--- src/rtl/mem_responder_pkg.sv ---
// mem_responder_pkg: shared encodings for the LSB/fetch memory responder
package mem_responder_pkg;
  typedef enum logic [2:0] {IDLE, READ, WRITE, DONE_D, DONE_I} state_t;
  localparam logic [2:0] LEN_B  = 3'b000;
  localparam logic [2:0] LEN_H  = 3'b001;
  localparam logic [2:0] LEN_W  = 3'b010;
  localparam logic [2:0] LEN_BU = 3'b100;
  localparam logic [2:0] LEN_HU = 3'b101;
  localparam logic [31:0] IO_LO_DEF = 32'h0003_0000;
  localparam logic [31:0] IO_HI_DEF = 32'h0003_0007;
  // 011 and 11x fall through to a full word
  function automatic logic [2:0] len_bytes(input logic [1:0] len);
    return len == 2'd0 ? 3'd1 : len == 2'd1 ? 3'd2 : 3'd4;
  endfunction
endpackage

--- src/rtl/mem_responder_if.sv ---
// mem_responder_if: LSB request, fetch and byte-wide RAM/IO bus signals
interface mem_responder_if;
  logic        mem_valid, mem_wr, mem_ready;
  logic [2:0]  mem_len;
  logic [31:0] mem_addr, mem_value, mem_result;
  logic        if_valid, if_ready;
  logic [31:0] if_addr, if_data;
  logic [7:0]  ram_din, ram_dout;
  logic [31:0] ram_a;
  logic        ram_wr, io_buffer_full;
  modport slave (
    input  mem_valid, mem_wr, mem_len, mem_addr, mem_value, if_valid, if_addr, ram_din, io_buffer_full,
    output mem_ready, mem_result, if_ready, if_data, ram_dout, ram_a, ram_wr
  );
  modport master (
    output mem_valid, mem_wr, mem_len, mem_addr, mem_value, if_valid, if_addr, ram_din, io_buffer_full,
    input  mem_ready, mem_result, if_ready, if_data, ram_dout, ram_a, ram_wr
  );
endinterface

--- src/rtl/mem_responder_extend.sv ---
// mem_extend: sign/zero extension of raw load bytes by funct3
module mem_extend
  import mem_responder_pkg::*;
(
  input  logic [2:0]  len,
  input  logic [31:0] raw,
  output logic [31:0] ext
);
  assign ext = len == LEN_B  ? {{24{raw[7]}}, raw[7:0]} :
               len == LEN_H  ? {{16{raw[15]}}, raw[15:0]} :
               len == LEN_BU ? {24'd0, raw[7:0]} :
               len == LEN_HU ? {16'd0, raw[15:0]} : raw;
endmodule

--- src/rtl/mem_responder.sv ---
// mem_responder: serialises LSB loads/stores and instruction fetches onto a byte-wide RAM/IO bus
module mem_responder
  import mem_responder_pkg::*;
#(
  parameter logic [31:0] IO_ADDR_LO = IO_LO_DEF,
  parameter logic [31:0] IO_ADDR_HI = IO_HI_DEF
) (
  input logic clk_in,
  input logic rst_in,
  input logic rdy_in,
  input logic rob_clear,
  mem_responder_if.slave bus
);
  state_t state, state_n;
  logic [31:0] addr_r, value_r, data_r, ext, byte_a;
  logic [2:0] len_r, ai, ci, n;
  logic wr_r, fetch_r, pend, rdy_q, accept, last_cap, io_hold, wr_ok;
  assign n = len_bytes(len_r[1:0]);
  assign accept = state inside {IDLE, DONE_D, DONE_I} && !rob_clear && (bus.mem_valid || bus.if_valid);
  assign byte_a = addr_r + {29'd0, ai};
  assign io_hold = byte_a >= IO_ADDR_LO && byte_a <= IO_ADDR_HI && bus.io_buffer_full;
  assign wr_ok = state == WRITE && !io_hold;
  // ai issues addresses, ci counts captured bytes; rdy_q tells whether ram_din belongs to the last issue
  assign last_cap = rdy_q && pend && ci + 3'd1 == n;
  always_comb begin
    state_n = state;
    case (state)
      READ:    state_n = rob_clear ? IDLE : last_cap ? (fetch_r ? DONE_I : DONE_D) : READ;
      WRITE:   state_n = wr_ok && ai == n - 3'd1 ? DONE_D : WRITE;
      default: state_n = accept ? (bus.mem_valid && bus.mem_wr ? WRITE : READ) : IDLE;
    endcase
  end
  always_ff @(posedge clk_in or posedge rst_in) begin
    if (rst_in) begin
      state <= IDLE;
      addr_r <= '0;
      value_r <= '0;
      data_r <= '0;
      len_r <= '0;
      ai <= '0;
      ci <= '0;
      wr_r <= 1'b0;
      fetch_r <= 1'b0;
      pend <= 1'b0;
      rdy_q <= 1'b0;
    end else begin
      rdy_q <= rdy_in;
      if (rdy_in) begin
        state <= state_n;
        if (accept) begin
          addr_r <= bus.mem_valid ? bus.mem_addr : bus.if_addr;
          len_r <= bus.mem_valid ? bus.mem_len : LEN_W;
          value_r <= bus.mem_value;
          wr_r <= bus.mem_valid && bus.mem_wr;
          fetch_r <= !bus.mem_valid;
          data_r <= '0;
          ai <= '0;
          ci <= '0;
          pend <= 1'b0;
        end else if (state == READ && !rdy_q) begin
          // first edge after a pause: the in-flight byte was lost, re-issue from the capture point
          ai <= ci;
          pend <= 1'b0;
        end else if (state == READ) begin
          if (pend) begin
            data_r[{ci[1:0], 3'd0} +: 8] <= bus.ram_din;
            ci <= ci + 3'd1;
          end
          pend <= ai < n;
          if (ai < n) ai <= ai + 3'd1;
        end else if (wr_ok) begin
          ai <= ai + 3'd1;
        end
      end
    end
  end
  mem_extend u_ext (.len(len_r), .raw(data_r), .ext(ext));
  assign bus.ram_a = state inside {READ, WRITE} ? byte_a : '0;
  assign bus.ram_dout = state == WRITE ? value_r[{ai[1:0], 3'd0} +: 8] : '0;
  assign bus.ram_wr = wr_ok && rdy_in;
  // committed stores still report completion during a flush
  assign bus.mem_ready = state == DONE_D && rdy_in && (wr_r || !rob_clear);
  assign bus.mem_result = bus.mem_ready && !wr_r ? ext : '0;
  assign bus.if_ready = state == DONE_I && rdy_in && !rob_clear;
  assign bus.if_data = bus.if_ready ? data_r : '0;
endmodule

--- src/flat_wrapper.sv ---
// flat-port wrapper written by rule: the top's interface ports become plain ports
module mem_responder_flat import mem_responder_pkg::*;
#(
  parameter logic [31:0] IO_ADDR_LO = IO_LO_DEF,
  parameter logic [31:0] IO_ADDR_HI = IO_HI_DEF
)
  (clk_in, rst_in, rdy_in, rob_clear, bus_mem_valid, bus_mem_wr, bus_mem_len, bus_mem_addr, bus_mem_value, bus_if_valid, bus_if_addr, bus_ram_din, bus_io_buffer_full, bus_mem_ready, bus_mem_result, bus_if_ready, bus_if_data, bus_ram_dout, bus_ram_a, bus_ram_wr);
  mem_responder_if bus_i ();
  input logic clk_in;
  input logic rst_in;
  input logic rdy_in;
  input logic rob_clear;
  input wire logic [$bits(bus_i.mem_valid)-1:0] bus_mem_valid;
  input wire logic [$bits(bus_i.mem_wr)-1:0] bus_mem_wr;
  input wire logic [$bits(bus_i.mem_len)-1:0] bus_mem_len;
  input wire logic [$bits(bus_i.mem_addr)-1:0] bus_mem_addr;
  input wire logic [$bits(bus_i.mem_value)-1:0] bus_mem_value;
  input wire logic [$bits(bus_i.if_valid)-1:0] bus_if_valid;
  input wire logic [$bits(bus_i.if_addr)-1:0] bus_if_addr;
  input wire logic [$bits(bus_i.ram_din)-1:0] bus_ram_din;
  input wire logic [$bits(bus_i.io_buffer_full)-1:0] bus_io_buffer_full;
  output wire logic [$bits(bus_i.mem_ready)-1:0] bus_mem_ready;
  output wire logic [$bits(bus_i.mem_result)-1:0] bus_mem_result;
  output wire logic [$bits(bus_i.if_ready)-1:0] bus_if_ready;
  output wire logic [$bits(bus_i.if_data)-1:0] bus_if_data;
  output wire logic [$bits(bus_i.ram_dout)-1:0] bus_ram_dout;
  output wire logic [$bits(bus_i.ram_a)-1:0] bus_ram_a;
  output wire logic [$bits(bus_i.ram_wr)-1:0] bus_ram_wr;
  assign bus_i.mem_valid = bus_mem_valid;
  assign bus_i.mem_wr = bus_mem_wr;
  assign bus_i.mem_len = bus_mem_len;
  assign bus_i.mem_addr = bus_mem_addr;
  assign bus_i.mem_value = bus_mem_value;
  assign bus_i.if_valid = bus_if_valid;
  assign bus_i.if_addr = bus_if_addr;
  assign bus_i.ram_din = bus_ram_din;
  assign bus_i.io_buffer_full = bus_io_buffer_full;
  assign bus_mem_ready = bus_i.mem_ready;
  assign bus_mem_result = bus_i.mem_result;
  assign bus_if_ready = bus_i.if_ready;
  assign bus_if_data = bus_i.if_data;
  assign bus_ram_dout = bus_i.ram_dout;
  assign bus_ram_a = bus_i.ram_a;
  assign bus_ram_wr = bus_i.ram_wr;
  mem_responder #(.IO_ADDR_LO(IO_ADDR_LO), .IO_ADDR_HI(IO_ADDR_HI)) u_core (.clk_in(clk_in), .rst_in(rst_in), .rdy_in(rdy_in), .rob_clear(rob_clear), .bus(bus_i));
endmodule
--- config.mk ---
export PLATFORM = sky130hd
export DESIGN_NAME = mem_responder_flat
export DESIGN_NICKNAME = d
export VERILOG_FILES = /design/src/rtl/mem_responder_pkg.sv /design/src/rtl/mem_responder_if.sv /design/src/rtl/mem_responder_extend.sv /design/src/rtl/mem_responder.sv /design/src/flat_wrapper.sv
export SDC_FILE = /design/constraint.sdc
export NUM_CORES = 1
export LEC_CHECK = 0
export BUFFER_PORTS_ARGS = -buffer_cell sky130_fd_sc_hd__buf_4
export CAP_MARGIN = 20
export CORE_ASPECT_RATIO = 0.9
export CORE_MARGIN = 5
export CORE_UTILIZATION = 50
export CTS_CLUSTER_DIAMETER = 100
export DETAILED_ROUTE_END_ITERATION = 10
export PLACE_DENSITY = 0.78
export SLEW_MARGIN = 20
export SYNTH_ARGS = -nofsm -noshare
export SYNTH_HDL_FRONTEND = slang
export SYNTH_SLANG_ARGS = --single-unit
--- constraint.sdc ---
create_clock -name clk_in -period 7.7 [get_ports clk_in]
set_input_delay 1.54 -clock clk_in [delete_from_list [all_inputs] [get_ports clk_in]]
set_output_delay 1.54 -clock clk_in [all_outputs]
set_load 0.01 [all_outputs]
**After elaboration in Yosys (flattened, before gate mapping)**

Cells that the tools add are included.

- Flip-flop bits (word level): 112
- Bits of input ports: 115
- Output and inout bits: 107
- Word-level logic and storage cells: 106

- Add/subtract/negate cells: 5
- Magnitude comparators: 3
- Eq/ne operators: 12
- Shift operators: 3
- Muxes and demuxes: 36
- Reduce and logical (&&, ||, !) cells: 36

Operators with widths:

| cell | number |
|---|---|
| $mux W32 | 12 |
| $mux W3 | 16 |
| $add A32 B3 Y32 | 1 |
| $bwmux W32 | 1 |
| $ge A32 B18 Y1 const B | 1 |
| $le A32 B18 Y1 const B | 1 |
| $shift A8 B7 Y32 const A | 1 |
| $shiftx A32 B6 Y8 | 1 |
| $shiftx A8 B7 Y32 | 1 |
| $logic_and A1 B1 Y1 | 16 |
| $eq A3 B3 Y1 const B | 3 |
| $mux W8 | 1 |
| $neg A5 Y7 | 1 |
| $add A3 B1 Y3 const B | 2 |
| $eq A3 B1 Y1 const B | 2 |
| $eq A3 B2 Y1 const B | 2 |
| $eq A3 B3 Y1 | 2 |
| $logic_not A3 Y1 | 2 |
| $pmux W3 S2 | 1 |
| $reduce_bool A2 Y1 | 3 |
| $reduce_bool A3 Y1 | 2 |
| $logic_not A1 Y1 | 5 |
| $mux W1 | 4 |
| $ne A4 B3 Y1 const B | 1 |
| other kinds (11) | 13 |

**Logic depth before layout (Yosys ltp)**

Gate-level depths: netlist of the first run.

- Depth in word-level cells: 10
- Gate-level depth with buffers: 13
- Gate-level depth less buffers: 12

**Hierarchy**

From an unflattened synthesis of the first run, not the netlist that was laid out.

- Cell total of the unflattened synthesis: 797
- Area total of the unflattened synthesis: 7229.4 um^2

By module, submodules not included:

| module | times used | cells an instance | area an instance (um^2) |
|---|---|---|---|
| mem_responder | 1 | 730 | 6865.3 |
| mem_extend | 1 | 67 | 364.1 |

**Least setup slack after synthesis of the first run**

No wires, ideal clock.

- Path type: register -> output
- Start point: register u_core.ai[1]
- End point: output bus_ram_wr
- Arrival time: 3.103 ns
- Required time: 6.160 ns
- Setup slack: 3.057 ns
- Cell stages (with the launch flop): 13
- Buffers on the path: 2
- Cell sequence: dfrtp_1 > buf_1 > inv_1 > fa_1 > nand2b_1 > a2111oi_1 > buf_2 > a2bb2oi_1 > o311ai_1 > nor4_4 > nand4_2 > nand2_1 > nor2_1

- Cells in the longest elaborated chain, start to end: 7
- Elaborated cells between the ends (all ways): 8
- Classes of those cells: add/sub: 1; order compare: 2; reduce/logical: 5

Ends and longest elaborated chain:

| item | RTL line | RTL |
|---|---|---|
| from (decl) | mem_responder.sv:16 | `logic [2:0] len_r, ai, ci, n;` |
| from (signal assigned) | mem_responder.sv:62 | `ai <= ci;` |
| from (signal assigned) | mem_responder.sv:70 | `if (ai < n) ai <= ai + 3'd1;` |
| from (signal assigned) | mem_responder.sv:72 | `ai <= ai + 3'd1;` |
| $add A32 B3 Y32 * | mem_responder.sv:20 | `assign byte_a = addr_r + {29'd0, ai};` |
| $ge A32 B18 Y1 / $le A32 B18 Y1 (equally long branches) | mem_responder.sv:21 | `assign io_hold = byte_a >= IO_ADDR_LO && byte_a <= IO_ADDR_HI && bus.io_buffer_full;` |
| $logic_and A1 B1 Y1 * (2 in series) | mem_responder.sv:21 |  |
| $logic_not A1 Y1 * | mem_responder.sv:22 | `assign wr_ok = state == WRITE && !io_hold;` |
| $logic_and A1 B1 Y1 * | mem_responder.sv:22 |  |
| $logic_and A1 B1 Y1 * | mem_responder.sv:80 | `assign bus.ram_wr = wr_ok && rdy_in;` |
| to (decl) | flat_wrapper.sv:28 | `output wire logic [$bits(bus_i.ram_wr)-1:0] bus_ram_wr;` |

Mark *: on every way between the ends. The rest lies on a longest branch, timed or not.

**Worst setup path after layout of the first run**

Ends and elaborated chain as after synthesis.

==> impl_summary.txt, run 1 <==
----------------------------------------------------
[STA]
  Clk_skew ... 0.00488 ns
  Hold Fails Final Rpt ... 0
  Setup repair after global routing missed its margin ... no
  Final setup TNS ... 0 ns
  Endpoints failing setup ... 0
  Hold slack final ... ~0.5 ns
  Min Clock Period, post-route ... 5.89 ns
  Slew at the pin with the worst max-slew slack ... 1.10 ns
  Number of slew-limit violations in the final report ... 0
  Headroom to the max-slew limit ... 0.263
  Share of the clock period used by the worst path ... 0.766
  Maximum achievable frequency ... 0.170 GHz

[Setup path]
  Sequence of cells on the critical path ... inv_1 -> fa_1 -> nand2b_1 -> a2111oi_2 -> nand3_1 -> o311ai_1 -> nor4_4 -> nand4_2 -> nand2_1 -> nor2_1 -> buf_4
  CP delay by family, top ... compound AO/OA/AOI/OAI gates
  Combined buffer and inverter count along the critical path ... 2
  Library cell contributing the largest single delay on the critical path ... a2111oi_2
  Biggest cell delay along the critical path ... 1.00 ns
  Startpoint kind of the worst setup timing path ... flip-flop
  Data arrival time at the worst-slack endpoint ... 4.35 ns
  Destination of the worst register-to-register timing path ... u_core.ai[2]$_DFFE_PP0P_
  Worst EP required ... 6.16 ns
  Type of the worst setup path ... flip-flop to output port
  Worst R2R Path Depth ... 10
  Capturing element type of the critical path ... output port
  Setup slack, reg-to-reg ... around 3.7 ns
  Startpoint of the worst register-to-register path ... u_core.ai[1]$_DFFE_PP0P_
  Biggest fanout along the worst timing path ... 15

[Clocking]
  Post-CTS repair timing setup buffer count ... 0
  TritonCTS Sinks ... 112
  Maximum count of clock buffers along a single path ... 2
  Worst skew pair latency ... around 0.35 ns
  Number of buffers added to fix hold violations after cts ... 0
  Total CTS buffers ... 9
  Count of H-tree levels built during CTS ... 3
  Clock Pin Slew Worst Setup and Hold Paths ... roughly 0.080 ns
  Buffer cell driving the clock tree root ... clkbuf_16
  TritonCTS clock tree ... done
  Post_cts resized ... 0

[Synth]
  Syn nets ... between 900 and 1000
  Primary FF master, synth ... dfrtp_1
  Share of flip-flops with an asynchronous set or reset ... 1.00
  Cell area after technology mapping ... roughly 7300 um^2
  Cell type contributing the most total cell area after synthesis ... dfrtp_1
  Share of the synthesized area in the top cell type ... 0.387
  Count of flip-flops with a built-in enable after synthesis ... 0
  Post-Syn Area per Cell ... between 8 and 9 um^2
  Synthesized instance count ... 838
  Proportion of synthesized chip area in sequential cells ... 0.387
  #FFs+latches synth ... about 110
  Largest cells by area after synthesis ... dfrtp_1, nand2_1, o21ai_1, mux2i_1, mux2_2
  Yosys synthesis warning count ... 0
  Synth unique cells ... between 60 and 70

[Finish]
  Area growth, synth to finish ... 27.6%
  Layout cell share with drive strength beyond 1 ... 0.297
  Storage cell area ... between 2000 and 3000 um^2
  Combined area of the multi-input logic cells ... between 4000 and 5000 um^2
  Antenna diode count ... 0
  Fill cell count ... about 1200
  Final net count ... roughly 1100

[Power]
  Total power per unit cell area ... around 320 nW/um^2
  Peak supply drop ... roughly 0.18 mV
  Leakage power ... 4.21 nW

[Drt]
  Via density ... about 5.5
  Met3 WL ... between 1000 and 1500 um
  Post-route met1 wirelength ... between 9000 and 10000 um
  Total DRC errors in the routed layout ... 0
  Total detailed-routing wirelength ... 19900 um
  Drt wl/cell ... 16.5 um
  Pre-Repair DR Iteration Count ... 5
  Iteration-0 DRC count of the detailed router ... around 440
  Number of nets still failing antenna checks after routing ... 0
  Via count ... about 6700
  Top routing layer used ... met4
  WL met2 ... between 9000 and 10000 um

[Flow run]
  Count of max-cap constraint violations ... 0

[Floorplan]
  Die Footprint ... around 17000 um^2
  Effective utilization at floorplan ... 0.514
  Core Footprint ... between 10000 and 15000 um^2
  Die Height ... ~120 um
  Count of boundary I/O pins ... approximately 220
  Rows ... between 40 and 50
  Floorplan die width ... 137 um

[GRT]
  Global-route congestion overflow total ... 0
  Vias in the first global route ... roughly 6300
  Antenna violations before repair ... 0
  Largest net degree at the start of global routing ... between 100 and 150
  Overall fraction of global-route tracks in use ... 0.232
  Wire length of the first global-routing pass ... 32300 um

[Hold path]
  End of the worst hold path ... u_core.data_r[1]$_DFFE_PP0P_
  Hold wc startpoint ... u_core.data_r[1]$_DFFE_PP0P_
  Depth of the worst hold-timing path ... 2
  Min-Delay Path Class ... flip-flop to flip-flop

[Place]
  Number of input and output port buffers inserted ... roughly 220
  Final Wtd Congestion ... about 0.90
  HPWL Detailed ... 15200 um

[Run status]
  Run status ... complete, no violations

----------------------------------------------------
-- layout make-up --
| class | count | share of cell area |
|---|---|---|
| sequential | 112 | 0.303 |
| clock inverter | 5 | 0.00730 |
| timing repair buffer | 226 | 0.183 |
| multi-input combinational | 645 | 0.449 |
| clock buffer | 9 | 0.0243 |
| tap | 193 | 0.0261 |
| inverter | 17 | 0.00717 |
-- sequential cells by signal, indices dropped and copies added, names as in the netlist --
name / flops
u_core.addr_r: 32
u_core.data_r: 32
u_core.value_r: 32
u_core.ai: 3
u_core.ci: 3
u_core.len_r: 3
u_core.state: 3
u_core.fetch_r: 1
u_core.pend: 1
u_core.rdy_q: 1
u_core.wr_r: 1
-- logic make-up (layout without fill, tap and decap cells) --
| logic type | count (synthesis) | in the layout | synth area share |
|---|---|---|---|
| AND/OR/NAND/NOR | 356 | 356 | 0.241 |
| XOR/XNOR | 34 | 34 | 0.0411 |
| adder cells (fa/ha/maj) | 14 | 14 | 0.0252 |
| multiplexers | 76 | 76 | 0.124 |
| flip-flops | 112 | 112 | 0.387 |
| AO/OA/AOI/OAI | 165 | 165 | 0.136 |
| buffers and inverters | 81 | 257 | 0.0462 |
-- tightest hold or removal path: stages, from the launching register on --
cell	delay (ns)
dfrtp_1	0.35
nand2_1	0.05
o21ai_1	0.06
-- synthesized netlist by cell type (all sizes together), types with 5 or more instances --
cell type and count:
buf 20, xor2 16, o2111ai 5, clkbuf 44, and3 18, dfrtp 112, or3 6, mux4 8
xnor2 18, and2 46, a31oi 6, mux2i 36, o211ai 5, and4 6, nand3 18, mux2 32
o21ai 88, nor3 11, nand2 160, a21oi 34, ha 13, nand4 15, nor4 6, nor2 50
inv 17, or4 5
-- through the flow --
step           power (W)  utilization  worst slack (ns)  instance area, um^2  cells
6_report         0.00292        0.656              1.81                 9250   1207
2_1_floorplan    0.00199            -              3.06                 7250    838
5_1_grt          0.00314        0.656              1.50                 9250   1207
3_5_place_dp     0.00245        0.634              2.25                 8940   1193
4_1_cts          0.00293        0.654              1.85                 9230   1207
3_3_place_gp     0.00241        0.634              2.38                 8940   1193
-- worst max path at each step --
stage                      end                      from  cells after the start
finish              bus_ram_wr  u_core.ai[1]$_DFFE_PP0P_                     11
floorplan           bus_ram_wr  u_core.ai[1]$_DFFE_PP0P_                     12
CTS                 bus_ram_wr  u_core.ai[1]$_DFFE_PP0P_                     11
global placement    bus_ram_wr  u_core.ai[1]$_DFFE_PP0P_                     11
global route        bus_ram_wr  u_core.ai[1]$_DFFE_PP0P_                     11
detailed placement  bus_ram_wr  u_core.ai[1]$_DFFE_PP0P_                     11
-- cells in the final DEF, fill, tap and decap left out, types with 8 or more instances in the layout --
master     count
xor2_1        16
dfrtp_1      112
inv_1         14
nor2_1        49
mux2_2        32
mux2i_1       36
a21oi_1       34
and3_1        18
nand3_1       18
nand4_1       12
xnor2_1       18
nor3_1        10
clkbuf_16      9
o21ai_1       77
ha_1          13
and2_1        46
buf_4        226
nand2_1      159
o21ai_0       10
mux4_2         8
-- layer usage --
metal  vias to the layer above  track usage
met5                         -            0
met4                         0       0.0634
met3                        26       0.0420
met2                       233        0.354
met1                      3165        0.338
li1                       3261            -
-- power by group --
part	switching (W)	internal (W)	total, W
sequential	0.000332	0.000812	0.00114
combinational	0.000667	0.000640	0.00131
clock	0.000218	0.000254	0.000472
total	0.00122	0.00171	0.00292
Power figures use the tool's default switching activity.
==> inputs of run 2 (changes only) <==
--- a/config.mk
+++ b/config.mk
@@ -9,10 +9,10 @@
 export CAP_MARGIN = 20
 export CORE_ASPECT_RATIO = 0.9
 export CORE_MARGIN = 5
-export CORE_UTILIZATION = 50
+export CORE_UTILIZATION = 47
 export CTS_CLUSTER_DIAMETER = 100
 export DETAILED_ROUTE_END_ITERATION = 10
-export PLACE_DENSITY = 0.78
+export PLACE_DENSITY = 0.77
 export SLEW_MARGIN = 20
 export SYNTH_ARGS = -nofsm -noshare
 export SYNTH_HDL_FRONTEND = slang
==> constraint.sdc (replaced) <==
create_clock -name clk_in -period 4.8 [get_ports clk_in]
set_input_delay 0.96 -clock clk_in [delete_from_list [all_inputs] [get_ports clk_in]]
set_output_delay 0.96 -clock clk_in [all_outputs]
set_load 0.01 [all_outputs]
==> run 2 against run 1 <==
Critical path depth increased by 1; sequential cell count unchanged; total power increased by 60%; via count decreased by 0.16%; setup slack got worse by 1.4 ns; global-route usage decreased by 0.73 points; die area increased by 5.9%; sequential power increased by 58%; wire length increased by 2.9%; utilization decreased by 4.9 points; clock-buffer cell count increased by 2; non-clock buffer count increased by 5.
==> impl_summary.txt, run 2 (synthesis results as in run 1) <==
----------------------------------------------------
[Run status]
  Run status ... complete, no violations

[Floorplan]
  Effective utilization at floorplan ... 0.475 (-0.0394)
  Die Footprint ... 18000 um^2 (+5.9%)
  Floorplan die width ... 141 um (+2.9%)
  Count of boundary I/O pins ... 222 (unchanged)
  Core Footprint ... 15300 um^2 (+8.3%)
  Rows ... 43 (+4.9%)
  Die Height ... 128 um (+2.9%)

[Place]
  Number of input and output port buffers inserted ... 221 (unchanged)
  Placed Area ... 8990 um^2 (+0.55%)
  Final Wtd Congestion ... 0.922 (+1.9%)
  Worst slack at placement ... 0.842 ns (-1.41 ns)
  HPWL Detailed ... 15600 um (+2.7%)
  Instance count after placement with tap cells included ... 1207 (+1.2%)

[GRT]
  Vias in the first global route ... 6423 (+1.8%)
  Global-route congestion overflow total ... 0 (unchanged)
  Antenna violations before repair ... 0 (unchanged)
  Wire length of the first global-routing pass ... 32900 um (+2.1%)
  Largest net degree at the start of global routing ... 63 (-42%)
  Overall fraction of global-route tracks in use ... 0.225 (-0.00731)

[Clocking]
  Maximum count of clock buffers along a single path ... 2 (unchanged)
  Post_cts resized ... 0 (unchanged)
  Clock Pin Slew Worst Setup and Hold Paths ... 0.08 ns (about the same)
  Post-CTS repair timing setup buffer count ... 0 (unchanged)
  Total CTS buffers ... 9 (unchanged)
  TritonCTS Sinks ... 112 (unchanged)
  Worst skew pair latency ... 0.35 ns (about the same)
  Count of H-tree levels built during CTS ... 3 (unchanged)
  Buffer cell driving the clock tree root ... clkbuf_16
  TritonCTS clock tree ... done
  Number of buffers added to fix hold violations after cts ... 0 (unchanged)

[Setup path]
  Capturing element type of the critical path ... output port
  Startpoint kind of the worst setup timing path ... flip-flop
  Biggest fanout along the worst timing path ... 6 (-9)
  Data arrival time at the worst-slack endpoint ... 3.47 ns (-0.88 ns)
  Biggest cell delay along the critical path ... 0.49 ns (-0.51 ns)
  Type of the worst setup path ... flip-flop to output port
  Combined buffer and inverter count along the critical path ... 2 (unchanged)
  Worst EP required ... 3.84 ns (-2.32 ns)
  Library cell contributing the largest single delay on the critical path ... nor3_1
  Sequence of cells on the critical path ... ha_1 -> inv_1 -> fa_1 -> nor2b_1 -> o2111ai_1 -> nor3_1 -> nand3_1 -> a22oi_1 -> nand4_2 -> nand2_1 -> nor2_1 -> buf_4
  CP delay by family, top ... simple AND/OR/NAND/NOR gates

[Finish]
  End-of-flow core utilization ... 0.607 (-0.0490)
  Fill cell count ... 1410 (+17%)
  Commonest non-fill, non-tap cells in the layout ... buf_4, nand2_1, dfrtp_1
  Final net count ... 1145 (+0.44%)
  Post-route standard cell area excluding fillers ... 9270 um^2 (+0.22%)
  Final cell count without fillers ... 1224 (+1.4%)
  Area growth, synth to finish ... 27.9%
  Largest registers in the final layout ... u_core.addr_r (32), u_core.data_r (32), u_core.value_r (32)
  Most frequent standard cell in the layout excluding fill and tap cells ... buf_4
  Layout cell share with drive strength beyond 1 ... 0.299 (+0.00188)

[Drt]
  Via count ... 6674 (-0.16%)
  Via density ... 5.45 (-1.6%)
  Total detailed-routing wirelength ... 20500 um (+2.9%)
  Drt wl/cell ... 16.8 um (+1.4%)
  Number of nets still failing antenna checks after routing ... 0 (unchanged)
  Pre-Repair DR Iteration Count ... 5 (unchanged)
  Total DRC errors in the routed layout ... 0 (unchanged)
  Iteration-0 DRC count of the detailed router ... 468 (+5.6%)

[Power]
  Leakage power ... 4.23 nW (+0.42%)
  Total power per unit cell area ... 505 nW/um^2 (+60%)
  Peak supply drop ... 0.330 mV (+86%)

[STA]
  Final setup slack of the worst path ... 0.369 ns (-1.44 ns)
  Maximum achievable frequency ... ~0.23 GHz
  Endpoints failing setup ... 0 (unchanged)
  Share of the clock period used by the worst path ... 0.923
  Hold Fails Final Rpt ... 0 (unchanged)
  Headroom to the max-slew limit ... 0.270 (+0.00702)
  Min Clock Period, post-route ... 4.43 ns
  Clk_skew ... 0.00669 ns (+0.00182 ns)
  Setup repair after global routing missed its margin ... no
  Slew at the pin with the worst max-slew slack ... 1.09 ns (-0.0157 ns)
  Final setup TNS ... 0 ns (unchanged)
  Number of slew-limit violations in the final report ... 0 (unchanged)

[Flow run]
  Count of max-cap constraint violations ... 0 (unchanged)

[Hold path]
  Min-Delay Path Class ... flip-flop to flip-flop

----------------------------------------------------
run 2: cell count changes in the layout (fill, tap and decap cells not counted):
| cell | previous run | this run |
|---|---|---|
| diode_2 | 0 | 1 |
| o21ai_2 | 1 | 0 |
| buf_4 | 226 | 231 |
| nand2_4 | 0 | 1 |
| clkinv_4 | 2 | 1 |
| o21ai_1 | 77 | 78 |
| clkbuf_1 | 0 | 2 |
| nand2_8 | 1 | 0 |
| bufinv_16 | 1 | 0 |
| clkinv_2 | 0 | 1 |
| clkinvlp_4 | 0 | 1 |
run 2: final cells by class:
type                            count  area [um^2]  share of cell area
Tap cell                          202          253              0.0273
Clock inverter                      5         41.3             0.00445
Multi-Input combinational cell    645         4140               0.446
Sequential cell                   112         2800               0.302
Antenna cell                        1         2.50            0.000270
Clock buffer                       11          233              0.0251
Inverter                           17         66.3             0.00715
Timing Repair Buffer              231         1730               0.187
run 2: worst paths after layout:
| kind | from | endpoint | slack (ns) | depth (start not counted) |
|---|---|---|---|---|
| hold reg to reg | u_core.data_r[4]$_DFFE_PP0P_ | u_core.data_r[4]$_DFFE_PP0P_ | 0.50 | 2 |
| hold / removal | u_core.data_r[4]$_DFFE_PP0P_ | u_core.data_r[4]$_DFFE_PP0P_ | 0.50 | 2 |
| max in group asynchronous | rst_in | u_core.addr_r[2]$_DFFE_PP0P_ | 3.41 | 3 |
| min in group asynchronous | rst_in | u_core.value_r[14]$_DFFE_PP0P_ | 0.51 | 2 |
| setup / recovery | u_core.ai[0]$_DFFE_PP0P_ | bus_ram_wr | 0.37 | 12 |
| setup reg to reg | u_core.ai[0]$_DFFE_PP0P_ | u_core.ai[0]$_DFFE_PP0P_ | 1.52 | 11 |
run 2: power breakdown:
group          switching [W]  total, W  internal (W)
logic                0.00113   0.00216       0.00104
clock network       0.000360  0.000719      0.000359
registers           0.000492   0.00180       0.00130
run 2: per-stage QoR:
step / total power [W] / hold slack (ns)
2_1_floorplan: 0.00320 / 0.460
3_3_place_gp: 0.00390 / 0.478
3_5_place_dp: 0.00395 / 0.489
4_1_cts: 0.00468 / 0.504
5_1_grt: 0.00501 / 0.503
6_report: 0.00468 / 0.496
run 2: worst register-to-register path, delay by kind of cell (launching register included):
kind                       cells  cell delay (ns)
adders and majority gates      2             0.61
buffers and inverters          1             0.07
and+or+nand+nor                4             1.18
DFF                            1             0.36
AOI/OAI and AO/OA              4             0.95
run 2: layer usage:
| layer | vias up | GRT usage | routed length, um |
|---|---|---|---|
| met2 | 232 | 0.348 | 9640 |
| met5 | - | 0 | 0 |
| met4 | 0 | 0.0615 | 348 |
| li1 | 3262 | - | - |
| met1 | 3153 | 0.318 | 9060 |
| met3 | 27 | 0.0533 | 1470 |
